## src/rtl/fft_ctrl_if.sv

```systemverilog
// Start/status handshake and butterfly memory-address bus between the FFT sequencer
// and the datapath it drives.
interface fft_ctrl_if #(
    parameter int unsigned ADDR_SIZE = 5
) ();
    localparam int unsigned STAGE_W = $clog2(ADDR_SIZE + 1);

    logic                 i_start;
    logic                 o_busy;
    logic                 o_done;
    logic                 o_rd_en;
    logic [ADDR_SIZE-1:0] o_rdaddr_A;
    logic [ADDR_SIZE-1:0] o_rdaddr_B;
    logic [ADDR_SIZE-2:0] o_rdaddr_twiddle;
    logic                 o_wr_en;
    logic [STAGE_W-1:0]   o_stage;

    modport master (
        input  i_start,
        output o_busy, o_done, o_rd_en, o_rdaddr_A, o_rdaddr_B, o_rdaddr_twiddle,
        output o_wr_en, o_stage
    );

    modport slave (
        output i_start,
        input  o_busy, o_done, o_rd_en, o_rdaddr_A, o_rdaddr_B, o_rdaddr_twiddle,
        input  o_wr_en, o_stage
    );
endinterface

```

## src/rtl/fft_ctrl.sv

```systemverilog
// Radix-2 in-place FFT sequencer: walks stages and butterflies, issues operand/twiddle
// addresses, and drains the butterfly pipe between stages. Expects ADDR_SIZE >= 2.
module fft_ctrl #(
    parameter int unsigned ADDR_SIZE    = 5,
    parameter int unsigned PIPE_LATENCY = 3
) (
    input  logic       i_CLK,
    input  logic       i_RST,
    fft_ctrl_if.master io_fft
);
    localparam int unsigned SW = $clog2(ADDR_SIZE + 1);
    localparam int unsigned BW = ADDR_SIZE - 1;
    localparam int unsigned DW = (PIPE_LATENCY > 1) ? $clog2(PIPE_LATENCY) : 1;

    typedef enum logic [1:0] {StIdle, StRun, StDrain, StDone} state_e;

    state_e                  r_state;
    logic [SW-1:0]           r_s;
    logic [BW-1:0]           r_b;
    logic [DW-1:0]           r_drain;
    logic                    r_busy;
    logic                    r_done;
    logic                    r_rd_en;
    logic [ADDR_SIZE-1:0]    r_addr_a;
    logic [ADDR_SIZE-1:0]    r_addr_b;
    logic [BW-1:0]           r_tw;
    logic [PIPE_LATENCY-1:0] r_wr_sr;

    logic [SW-1:0]           w_gen_s;
    logic [BW-1:0]           w_gen_b;
    logic [BW-1:0]           w_mask;
    logic [BW-1:0]           w_low_b;
    logic [ADDR_SIZE-1:0]    w_bx;
    logic [ADDR_SIZE-1:0]    w_addr_a;
    logic [ADDR_SIZE-1:0]    w_addr_b;
    logic [BW-1:0]           w_tw;

    // Addresses are registered, so generate them for the (s,b) that the next cycle presents.
    always_comb begin
        w_gen_s = r_s;
        w_gen_b = r_b + BW'(1);
        if (r_state == StIdle) begin
            w_gen_s = '0;
            w_gen_b = '0;
        end else if (r_state == StDrain) begin
            w_gen_s = r_s + SW'(1);
            w_gen_b = '0;
        end
        w_mask   = (BW'(1) << w_gen_s) - BW'(1);
        w_low_b  = w_gen_b & w_mask;
        w_bx     = {1'b0, w_gen_b};
        w_addr_a = ((w_bx >> w_gen_s) << (w_gen_s + SW'(1))) | {1'b0, w_low_b};
        w_addr_b = w_addr_a | (ADDR_SIZE'(1) << w_gen_s);
        w_tw     = w_low_b << (SW'(ADDR_SIZE - 1) - w_gen_s);
    end

    always_ff @(posedge i_CLK) begin
        if (i_RST) begin
            r_state  <= StIdle;
            r_s      <= '0;
            r_b      <= '0;
            r_drain  <= '0;
            r_busy   <= 1'b0;
            r_done   <= 1'b0;
            r_rd_en  <= 1'b0;
            r_addr_a <= '0;
            r_addr_b <= '0;
            r_tw     <= '0;
            r_wr_sr  <= '0;
        end else begin
            r_wr_sr <= (r_wr_sr << 1) | PIPE_LATENCY'(r_rd_en);
            r_done  <= 1'b0;
            case (r_state)
                StIdle: begin
                    if (io_fft.i_start) begin
                        r_state  <= StRun;
                        r_s      <= '0;
                        r_b      <= '0;
                        r_busy   <= 1'b1;
                        r_rd_en  <= 1'b1;
                        r_addr_a <= w_addr_a;
                        r_addr_b <= w_addr_b;
                        r_tw     <= w_tw;
                    end
                end
                StRun: begin
                    if (r_b == {BW{1'b1}}) begin
                        r_state  <= StDrain;
                        r_b      <= '0;
                        r_drain  <= '0;
                        r_rd_en  <= 1'b0;
                        r_addr_a <= '0;
                        r_addr_b <= '0;
                        r_tw     <= '0;
                    end else begin
                        r_b      <= r_b + BW'(1);
                        r_addr_a <= w_addr_a;
                        r_addr_b <= w_addr_b;
                        r_tw     <= w_tw;
                    end
                end
                StDrain: begin
                    if (r_drain == DW'(PIPE_LATENCY - 1)) begin
                        if (r_s < SW'(ADDR_SIZE - 1)) begin
                            r_state  <= StRun;
                            r_s      <= r_s + SW'(1);
                            r_rd_en  <= 1'b1;
                            r_addr_a <= w_addr_a;
                            r_addr_b <= w_addr_b;
                            r_tw     <= w_tw;
                        end else begin
                            r_state <= StDone;
                            r_busy  <= 1'b0;
                            r_done  <= 1'b1;
                        end
                    end else begin
                        r_drain <= r_drain + DW'(1);
                    end
                end
                StDone: begin
                    r_state <= StIdle;
                    r_s     <= '0;
                end
                default: r_state <= StIdle;
            endcase
        end
    end

    assign io_fft.o_busy           = r_busy;
    assign io_fft.o_done           = r_done;
    assign io_fft.o_rd_en          = r_rd_en;
    assign io_fft.o_rdaddr_A       = r_addr_a;
    assign io_fft.o_rdaddr_B       = r_addr_b;
    assign io_fft.o_rdaddr_twiddle = r_tw;
    assign io_fft.o_wr_en          = r_wr_sr[PIPE_LATENCY-1];
    assign io_fft.o_stage          = r_s;
endmodule

```

## src/flat_wrapper.sv

```systemverilog
// flat-port wrapper written by rule: the top's interface ports become plain ports
module fft_ctrl_flat 
#(
    parameter int unsigned ADDR_SIZE    = 5,
    parameter int unsigned PIPE_LATENCY = 3
)
  (i_CLK, i_RST, io_fft_i_start, io_fft_o_busy, io_fft_o_done, io_fft_o_rd_en, io_fft_o_rdaddr_A, io_fft_o_rdaddr_B, io_fft_o_rdaddr_twiddle, io_fft_o_wr_en, io_fft_o_stage);
  fft_ctrl_if #(.ADDR_SIZE(ADDR_SIZE)) io_fft_i ();
  input  logic i_CLK;
  input  logic i_RST;
  input wire logic [$bits(io_fft_i.i_start)-1:0] io_fft_i_start;
  output wire logic [$bits(io_fft_i.o_busy)-1:0] io_fft_o_busy;
  output wire logic [$bits(io_fft_i.o_done)-1:0] io_fft_o_done;
  output wire logic [$bits(io_fft_i.o_rd_en)-1:0] io_fft_o_rd_en;
  output wire logic [$bits(io_fft_i.o_rdaddr_A)-1:0] io_fft_o_rdaddr_A;
  output wire logic [$bits(io_fft_i.o_rdaddr_B)-1:0] io_fft_o_rdaddr_B;
  output wire logic [$bits(io_fft_i.o_rdaddr_twiddle)-1:0] io_fft_o_rdaddr_twiddle;
  output wire logic [$bits(io_fft_i.o_wr_en)-1:0] io_fft_o_wr_en;
  output wire logic [$bits(io_fft_i.o_stage)-1:0] io_fft_o_stage;
  assign io_fft_i.i_start = io_fft_i_start;
  assign io_fft_o_busy = io_fft_i.o_busy;
  assign io_fft_o_done = io_fft_i.o_done;
  assign io_fft_o_rd_en = io_fft_i.o_rd_en;
  assign io_fft_o_rdaddr_A = io_fft_i.o_rdaddr_A;
  assign io_fft_o_rdaddr_B = io_fft_i.o_rdaddr_B;
  assign io_fft_o_rdaddr_twiddle = io_fft_i.o_rdaddr_twiddle;
  assign io_fft_o_wr_en = io_fft_i.o_wr_en;
  assign io_fft_o_stage = io_fft_i.o_stage;
  fft_ctrl #(.ADDR_SIZE(ADDR_SIZE), .PIPE_LATENCY(PIPE_LATENCY)) u_core (.i_CLK(i_CLK), .i_RST(i_RST), .io_fft(io_fft_i));
endmodule
```

## config.mk

```make
export PLATFORM = sky130hd
export DESIGN_NAME = fft_ctrl_flat
export DESIGN_NICKNAME = d
export VERILOG_FILES = /design/src/rtl/fft_ctrl_if.sv /design/src/rtl/fft_ctrl.sv /design/src/flat_wrapper.sv
export SDC_FILE = /design/constraint.sdc
export NUM_CORES = 1
export LEC_CHECK = 0
export ABC_CLOCK_PERIOD_IN_PS = 2650
export CAP_MARGIN = 25
export CORE_UTILIZATION = 30
export CTS_BUF_LIST = sky130_fd_sc_hd__clkbuf_8
export DETAILED_ROUTE_END_ITERATION = 7
export HOLD_SLACK_MARGIN = 0.03
export SKIP_CTS_REPAIR_TIMING = 1
export SLEW_MARGIN = 25
export SYNTH_ARGS = -nofsm -noshare
export SYNTH_HDL_FRONTEND = slang
export SYNTH_SLANG_ARGS = --single-unit
```

## constraint.sdc

```tcl
create_clock -name i_CLK -period 2.65 [get_ports i_CLK]
set_clock_uncertainty 0.05 [all_clocks]
set_input_delay 0.265 -clock i_CLK [delete_from_list [all_inputs] [get_ports i_CLK]]
set_output_delay 0.265 -clock i_CLK [all_outputs]
set_load 0.01 [all_outputs]
```

Word level (Yosys, flattened, before mapping)
Cells that the tools add are included.
Widths: inputs -> output; s select.
{"block": "totals", "elab_cells": 97, "reg_bits": 31, "out_inout_bits": 21, "inputBits": 3}
{"block": "op_classes", "n_reduce_logical": 14, "n_lt_le_gt_ge": 1, "muxes": 43, "n_addsub": 6, "bitwise_logic": 6, "n_eq_ne": 11, "n_shift": 5}
{"cell": "$mux 5", "count": 8}
{"cell": "$mux 4", "count": 8}
{"cell": "$pmux 5 s3", "count": 2}
{"cell": "$mux 3", "count": 5}
{"cell": "$mux 2", "count": 6}
{"cell": "$pmux 4 s3", "count": 1}
{"cell": "$reduce_and 4->1", "count": 3}
{"cell": "$ne 2x2->1 const B", "count": 5}
{"cell": "$pmux 3 s3", "count": 1}
{"cell": "$pmux 2 s4", "count": 1}
{"cell": "$pmux 4 s2", "count": 1}
{"cell": "$mux 1", "count": 7}
{"cell": "$add 3x1->3 const B", "count": 2}
{"cell": "$eq 2x2->1 const B", "count": 3}
{"cell": "$reduce_and 3->1", "count": 2}
{"cell": "$reduce_bool 2->1", "count": 3}
{"cell": "$reduce_bool 3->1", "count": 2}
{"cell": "$or 5x4->5", "count": 1}
{"cell": "$or 5x5->5", "count": 1}
{"cell": "$reduce_and 5->1", "count": 1}
{"cell": "$shl 1x3->5 const A", "count": 1}
{"cell": "$shl 5x3->5", "count": 1}
{"cell": "$shr 4x3->5", "count": 1}
{"cell": "$add 4x1->4 const B", "count": 1}
{"cell": "18 further kinds", "count": 19}

Depth between registers and ports, before layout
{"block": "depth", "word_depth": 11, "mapped_depth": 15, "ltp_nobuf": 13}

Least setup slack after synthesis
No wires, ideal clock.
{"block": "synth_path", "kind": "register to register", "from": "register u_core.r_s[0] (netlist: u_core.io_fft.o_stage[0])", "to": "register u_core.r_addr_b[3] (netlist: u_core.io_fft.o_rdaddr_B[3])", "t_arrival_ns": 2.386, "required_time_ns": 2.470, "slack_ns": 0.084, "setup_ns": 0.130, "path_buffers": 0, "synth_period_minus_slack_ns": 2.566, "path_stages_with_launch": 11, "path_cell_list": "dfxtp_1 > ha_1 > a22oi_1 > inv_1 > ha_1 > or2_2 > a31oi_1 > xor2_1 > and3_1 > o31ai_1 > o21ai_1"}
{"block": "synth_between", "elab_chain_len": 11, "word_cells_on_any_way": 20, "cone_classes": "3 x add/sub; 1 x order compare; 1 x eq/ne; 4 x shift; 7 x mux; 3 x bitwise; 1 x reduce/logical"}
{"item": "start, declared", "line": "fft_ctrl.sv:18", "source": "logic [SW-1:0] r_s;"}
{"item": "start signal, assigned", "line": "fft_ctrl.sv:106", "source": "r_s <= r_s + SW'(1);"}
{"item": "$add 3x1->3", "line": "fft_ctrl.sv:46", "source": "w_gen_s = r_s + SW'(1);"}
{"item": "$mux 3", "line": "fft_ctrl.sv:45", "source": "end else if (r_state == StDrain) begin"}
{"item": "$mux 3", "line": "fft_ctrl.sv:42", "source": "if (r_state == StIdle) begin"}
{"item": "$shl 1x3->4", "line": "fft_ctrl.sv:49", "source": "w_mask = (BW'(1) << w_gen_s) - BW'(1);"}
{"item": "$sub 4x2->4", "line": "fft_ctrl.sv:49"}
{"item": "$and 4x4->4", "line": "fft_ctrl.sv:50", "source": "w_low_b = w_gen_b & w_mask;"}
{"item": "$or 5x4->5", "line": "fft_ctrl.sv:52", "source": "w_addr_a = ((w_bx >> w_gen_s) << (w_gen_s + SW'(1))) | {1'b0, w_low_b};"}
{"item": "$or 5x5->5", "line": "fft_ctrl.sv:53", "source": "w_addr_b = w_addr_a | (ADDR_SIZE'(1) << w_gen_s);"}
{"item": "$mux 5", "line": "fft_ctrl.sv:104", "source": "if (r_s < SW'(ADDR_SIZE - 1)) begin"}
{"item": "$mux 5", "line": "fft_ctrl.sv:103", "source": "if (r_drain == DW'(PIPE_LATENCY - 1)) begin"}
{"item": "$pmux 5 s3", "line": "fft_ctrl.sv:73", "source": "case (r_state)"}
{"item": "end signal, assigned", "line": "fft_ctrl.sv:82", "source": "r_addr_b <= w_addr_b;"}
{"item": "end signal, assigned", "line": "fft_ctrl.sv:98", "source": "r_addr_b <= w_addr_b;"}
{"item": "end signal, assigned", "line": "fft_ctrl.sv:109", "source": "r_addr_b <= w_addr_b;"}
{"item": "end, declared", "line": "fft_ctrl.sv:25", "source": "logic [ADDR_SIZE-1:0] r_addr_b;"}
Parallel ways exist; a longest one is shown, timed or not. The select of a mux whose other input is x is not followed.
A chain may end at the register's enable or synchronous reset.

Worst setup path in the final report
{"block": "layout_path", "from": "register u_core.r_state[0]", "to": "register u_core.r_tw[2] (netlist: u_core.io_fft.o_rdaddr_twiddle[2])"}
{"block": "layout_between", "elab_chain_len": 10, "word_cells_on_any_way": 22, "cone_classes": "2 x add/sub; 5 x eq/ne; 2 x shift; 9 x mux; 1 x bitwise; 3 x reduce/logical"}
{"item": "start, declared", "line": "fft_ctrl.sv:17", "source": "state_e r_state;"}
{"item": "start signal, assigned", "line": "fft_ctrl.sv:59", "source": "r_state <= StIdle;"}
{"item": "start signal, assigned", "line": "fft_ctrl.sv:76", "source": "r_state <= StRun;"}
{"item": "start signal, assigned", "line": "fft_ctrl.sv:88", "source": "r_state <= StDrain;"}
{"item": "$eq 2x2->1", "line": "fft_ctrl.sv:45, fft_ctrl.sv:73"}
{"item": "$mux 3", "line": "fft_ctrl.sv:45"}
{"item": "$mux 3", "line": "fft_ctrl.sv:42"}
{"item": "$shl 1x3->4", "line": "fft_ctrl.sv:49"}
{"item": "$sub 4x2->4", "line": "fft_ctrl.sv:49"}
{"item": "$and 4x4->4", "line": "fft_ctrl.sv:50"}
{"item": "$shl 4x3->4", "line": "fft_ctrl.sv:54", "source": "w_tw = w_low_b << (SW'(ADDR_SIZE - 1) - w_gen_s);"}
{"item": "$mux 4", "line": "fft_ctrl.sv:104"}
{"item": "$mux 4", "line": "fft_ctrl.sv:103"}
{"item": "$pmux 4 s3", "line": "fft_ctrl.sv:73"}
{"item": "end signal, assigned", "line": "fft_ctrl.sv:83", "source": "r_tw <= w_tw;"}
{"item": "end signal, assigned", "line": "fft_ctrl.sv:99", "source": "r_tw <= w_tw;"}
{"item": "end signal, assigned", "line": "fft_ctrl.sv:110", "source": "r_tw <= w_tw;"}
{"item": "end, declared", "line": "fft_ctrl.sv:26", "source": "logic [BW-1:0] r_tw;"}
Parallel ways exist; a longest one is shown, timed or not. The select of a mux whose other input is x is not followed.

==> flow_summary.yaml <==
setup_path:
  timing.critical_path.mode_cell: "sky130_fd_sc_hd__inv_1"
  crit_path_max_incr_delay_ps: 330
  crit_path_max_fanout: 6
  timing.setup.critical_path_class: "register to register"
  worst-endpoint-arrival_ps: 2690
  critical_path.n_buffers_inverters: 4
  timing.critical_path.to_type: "register"
  timing.critical_path.slowest_stage_cell: "sky130_fd_sc_hd__dfxtp_2"
  cp_top_family: "compound AO/OA/AOI/OAI gates"
  path_cells: "buf_4 > nand2b_4 > o21ai_4 > inv_2 > ha_2 > ha_4 > inv_1 > ha_1 > inv_1 > a21o_1 > a211oi_4 > a21oi_1 > o21ai_1 > a32o_1"
  startpoint_type_of_the_worst_setup_path: "register"
  worst_ep_required_time_ps: 2820
global_route:
  number_of_antenna_violations_at_the_first_check_in_global_routing: 0
  gr-total-overflow: 0
  grt_max_degree: 23
  grt_util_met3: 0.0382
  vias_in_the_first_global_route: 1681
  global_route_wire_length_before_repair_microns: 7870
  global_route.usage.met1: 0.200
  met2_usage: 0.249
  grt_use_total: 0.156
  busiest_layer: "met2"
cells_and_area:
  antenna_cells_inserted: 0
  postLayoutCoreUtil: 0.417
  finish.instance_area_sq_mm: 0.00249
  area_delta_synth_final_pct: 33.1
  most-common-layout-cells: "sky130_fd_sc_hd__nand2_1 (27), sky130_fd_sc_hd__dfxtp_1 (27), sky130_fd_sc_hd__buf_4 (24)"
  finalNetCount: 289
  layout-drive-gt1-share: 0.214
route:
  wl_per_cell_microns: 13.9
  drc: 0
  detail-route-antenna-nets: 0
  drt-initial-drc-count: 154
  vias: 1838
  vias_per_cell: 5.24
  dr.pass1.iters: 4
  wirelength_routed_microns: 4890
sta:
  timing_worst_slew_pin_value_ps: 476
  period_needed_ps: 2520
  achievable-frequency_ghz: 0.397
  layout_worst_path_cycle_share: 0.950
  drv_slew: 0
  timing.final.hold_violations: 0
  relSlewSlack: 0.682
  postLayoutSetupSlackWorst_ps: 131
  finalSetupViolations: 0
clock_network:
  clock_tree.buffer_depth: 2
  htree_num_levels: 2
  tritoncts: "built"
  worst_skew_pair.late_latency_ps: 280
  cell_chosen_for_the_clock_root: "sky130_fd_sc_hd__clkbuf_8"
  clock_sink_count: 31
  numCtsBuffers: 5
  cts.reportedPaths.clkPinSlew_ps: 60
synth:
  netlist_instances: 233
  syn-mean-instance-area_sq_um: 8.02
  synth_seq_cells: 31
  yosysSeqAreaShare: 0.332
  post_synthesis_instance_area_sq_mm: 0.00187
  yosys-top-cells-area: "sky130_fd_sc_hd__dfxtp_1 (33%), sky130_fd_sc_hd__ha_1 (7.4%), sky130_fd_sc_hd__nand2_1 (5.4%), sky130_fd_sc_hd__a21oi_1 (4.0%), sky130_fd_sc_hd__nor2_1 (3.6%)"
  ys.warnings.count: 0
  synth_enable_flop_cells: 0
  synthDistinctLibCells: 54
  synth_largest_type_area_fraction: 0.332
  synth_top_flop_cell: "sky130_fd_sc_hd__dfxtp_1"
  synth_top_cell_by_area: "sky130_fd_sc_hd__dfxtp_1"
  async_reset_ff_frac: 0
  post_synthesis_net_count: 247
die:
  die_height_microns: 80.9
  row_count: 28
  total_die_area_sq_mm: 0.00655
  die_width_microns: 80.9
  effective_utilization_at_floorplan: 0.314
  io_pins: 24
  core_region_area_sq_mm: 0.00596
place:
  hpwl_microns: 3570
  pre_cts_slack_ps: -123
  postPlaceCellArea_sq_mm: 0.00227
  place_congestion: 0.851
  port_buffers: 23
hold_path:
  holdCritPathClass: "register to register"
power_and_ir_drop:
  leak_pwr_nw: 0.945
  pwr_density_cell_mw_per_mm2: 399
  p_total_w: 0.000992
  vdd.ir_drop.worst_mv: 0.237
flow_run:
  drv.max_cap_violation_count: 0
run_status:
  status: "finished, final reports clean"
==> through the flow <==
step	hold WS (ps)	instances	setup TNS, ps
3_5_place_dp	379	337	-183
2_1_floorplan	306	233	0
4_1_cts	394	345	-222
6_report	390	351	0
3_3_place_gp	375	337	-153
5_1_grt	407	351	-42.4
==> sequential cells by signal, summed over array words and instances, names as in the netlist <==
register and flops:
u_core.io_fft.o_stage 3, u_core.io_fft.o_rdaddr_B 5, u_core.io_fft.o_done 1, u_core.io_fft.o_rdaddr_A 5
u_core.io_fft.o_rdaddr_twiddle 4, u_core.r_b 4, u_core.io_fft.o_rd_en 1, u_core.io_fft.o_busy 1
u_core.r_state 2, u_core.r_drain 2, u_core.r_wr_sr 3
==> Yosys cell counts (all sizes together) (2+ instances only) <==
master,n
o211ai,2
a22oi,4
o32ai,2
and2,6
dfxtp,31
o31ai,3
a31oi,6
nor3b,2
o21ai,20
nand2,27
a32oi,3
a211oi,4
a32o,2
buf,8
a21o,2
or3,6
xnor2,2
nand3,5
ha,11
nor3,8
and2b,2
a21oi,16
nand4,2
inv,9
nand2b,6
o21bai,2
nor2b,6
nor2,18
clkbuf,5
==> per-layer routing <==
metal  vias to the layer above  part of all wire  routed length [microns]
met4                         0             0.010                       50
met2                        50              0.47                     2310
met3                         5             0.043                      208
met1                       857              0.47                     2320
li1                        926                 -                        -
met5                         -                 0                        0
==> cell families after synthesis <==
| kind of cell | share of synthesized area |
|---|---|
| AO/OA/AOI/OAI | 0.263 |
| XOR/XNOR | 0.0141 |
| adder cells (fa/ha/maj) | 0.0737 |
| buffers and inverters | 0.0536 |
| flip-flops | 0.332 |
| multiplexers | 0.00603 |
| AND/OR/NAND/NOR | 0.258 |
==> report_power, final <==
group / leakage (nW) / switching [W] / internal (W)
registers: 0.253 / 0.00000651 / 0.000477
clock network: 0.0557 / 0.000174 / 0.000233
logic: 0.636 / 0.0000564 / 0.0000445
==> layout make-up <==
class / instances / area, sq um
Clock buffer: 7 / 96.3
Clock inverter: 1 / 3.75
Fill cell: 595 / 3470
Inverter: 9 / 33.8
Multi-Input combinational cell: 180 / 1210
Sequential cell: 31 / 626
Tap cell: 75 / 93.8
Timing Repair Buffer: 48 / 422
==> worst paths after layout <==
kind | slack, ps | end | start | cells after the start
worst max-delay path | 130 | u_core.io_fft.o_rdaddr_twiddle[2] | u_core.r_state[0] | 14
worst min-delay path | 390 | u_core.r_wr_sr[1] | u_core.r_wr_sr[0] | 1
worst max register to register | 130 | u_core.io_fft.o_rdaddr_twiddle[2] | u_core.r_state[0] | 14
worst min register to register | 390 | u_core.r_wr_sr[1] | u_core.r_wr_sr[0] | 1
==> worst register-to-register path, cell delays in order, from the launching register on <==
cell                       delay [ps]
sky130_fd_sc_hd__dfxtp_2          330
sky130_fd_sc_hd__buf_4            160
sky130_fd_sc_hd__nand2b_4         150
sky130_fd_sc_hd__o21ai_4          160
sky130_fd_sc_hd__inv_2             80
sky130_fd_sc_hd__ha_2             210
sky130_fd_sc_hd__ha_4             170
sky130_fd_sc_hd__inv_1             70
sky130_fd_sc_hd__ha_1             140
sky130_fd_sc_hd__inv_1             50
sky130_fd_sc_hd__a21o_1           180
sky130_fd_sc_hd__a211oi_4         300
sky130_fd_sc_hd__a21oi_1          110
sky130_fd_sc_hd__o21ai_1          150
sky130_fd_sc_hd__a32o_1           160
Power figures use the tool's default switching activity.
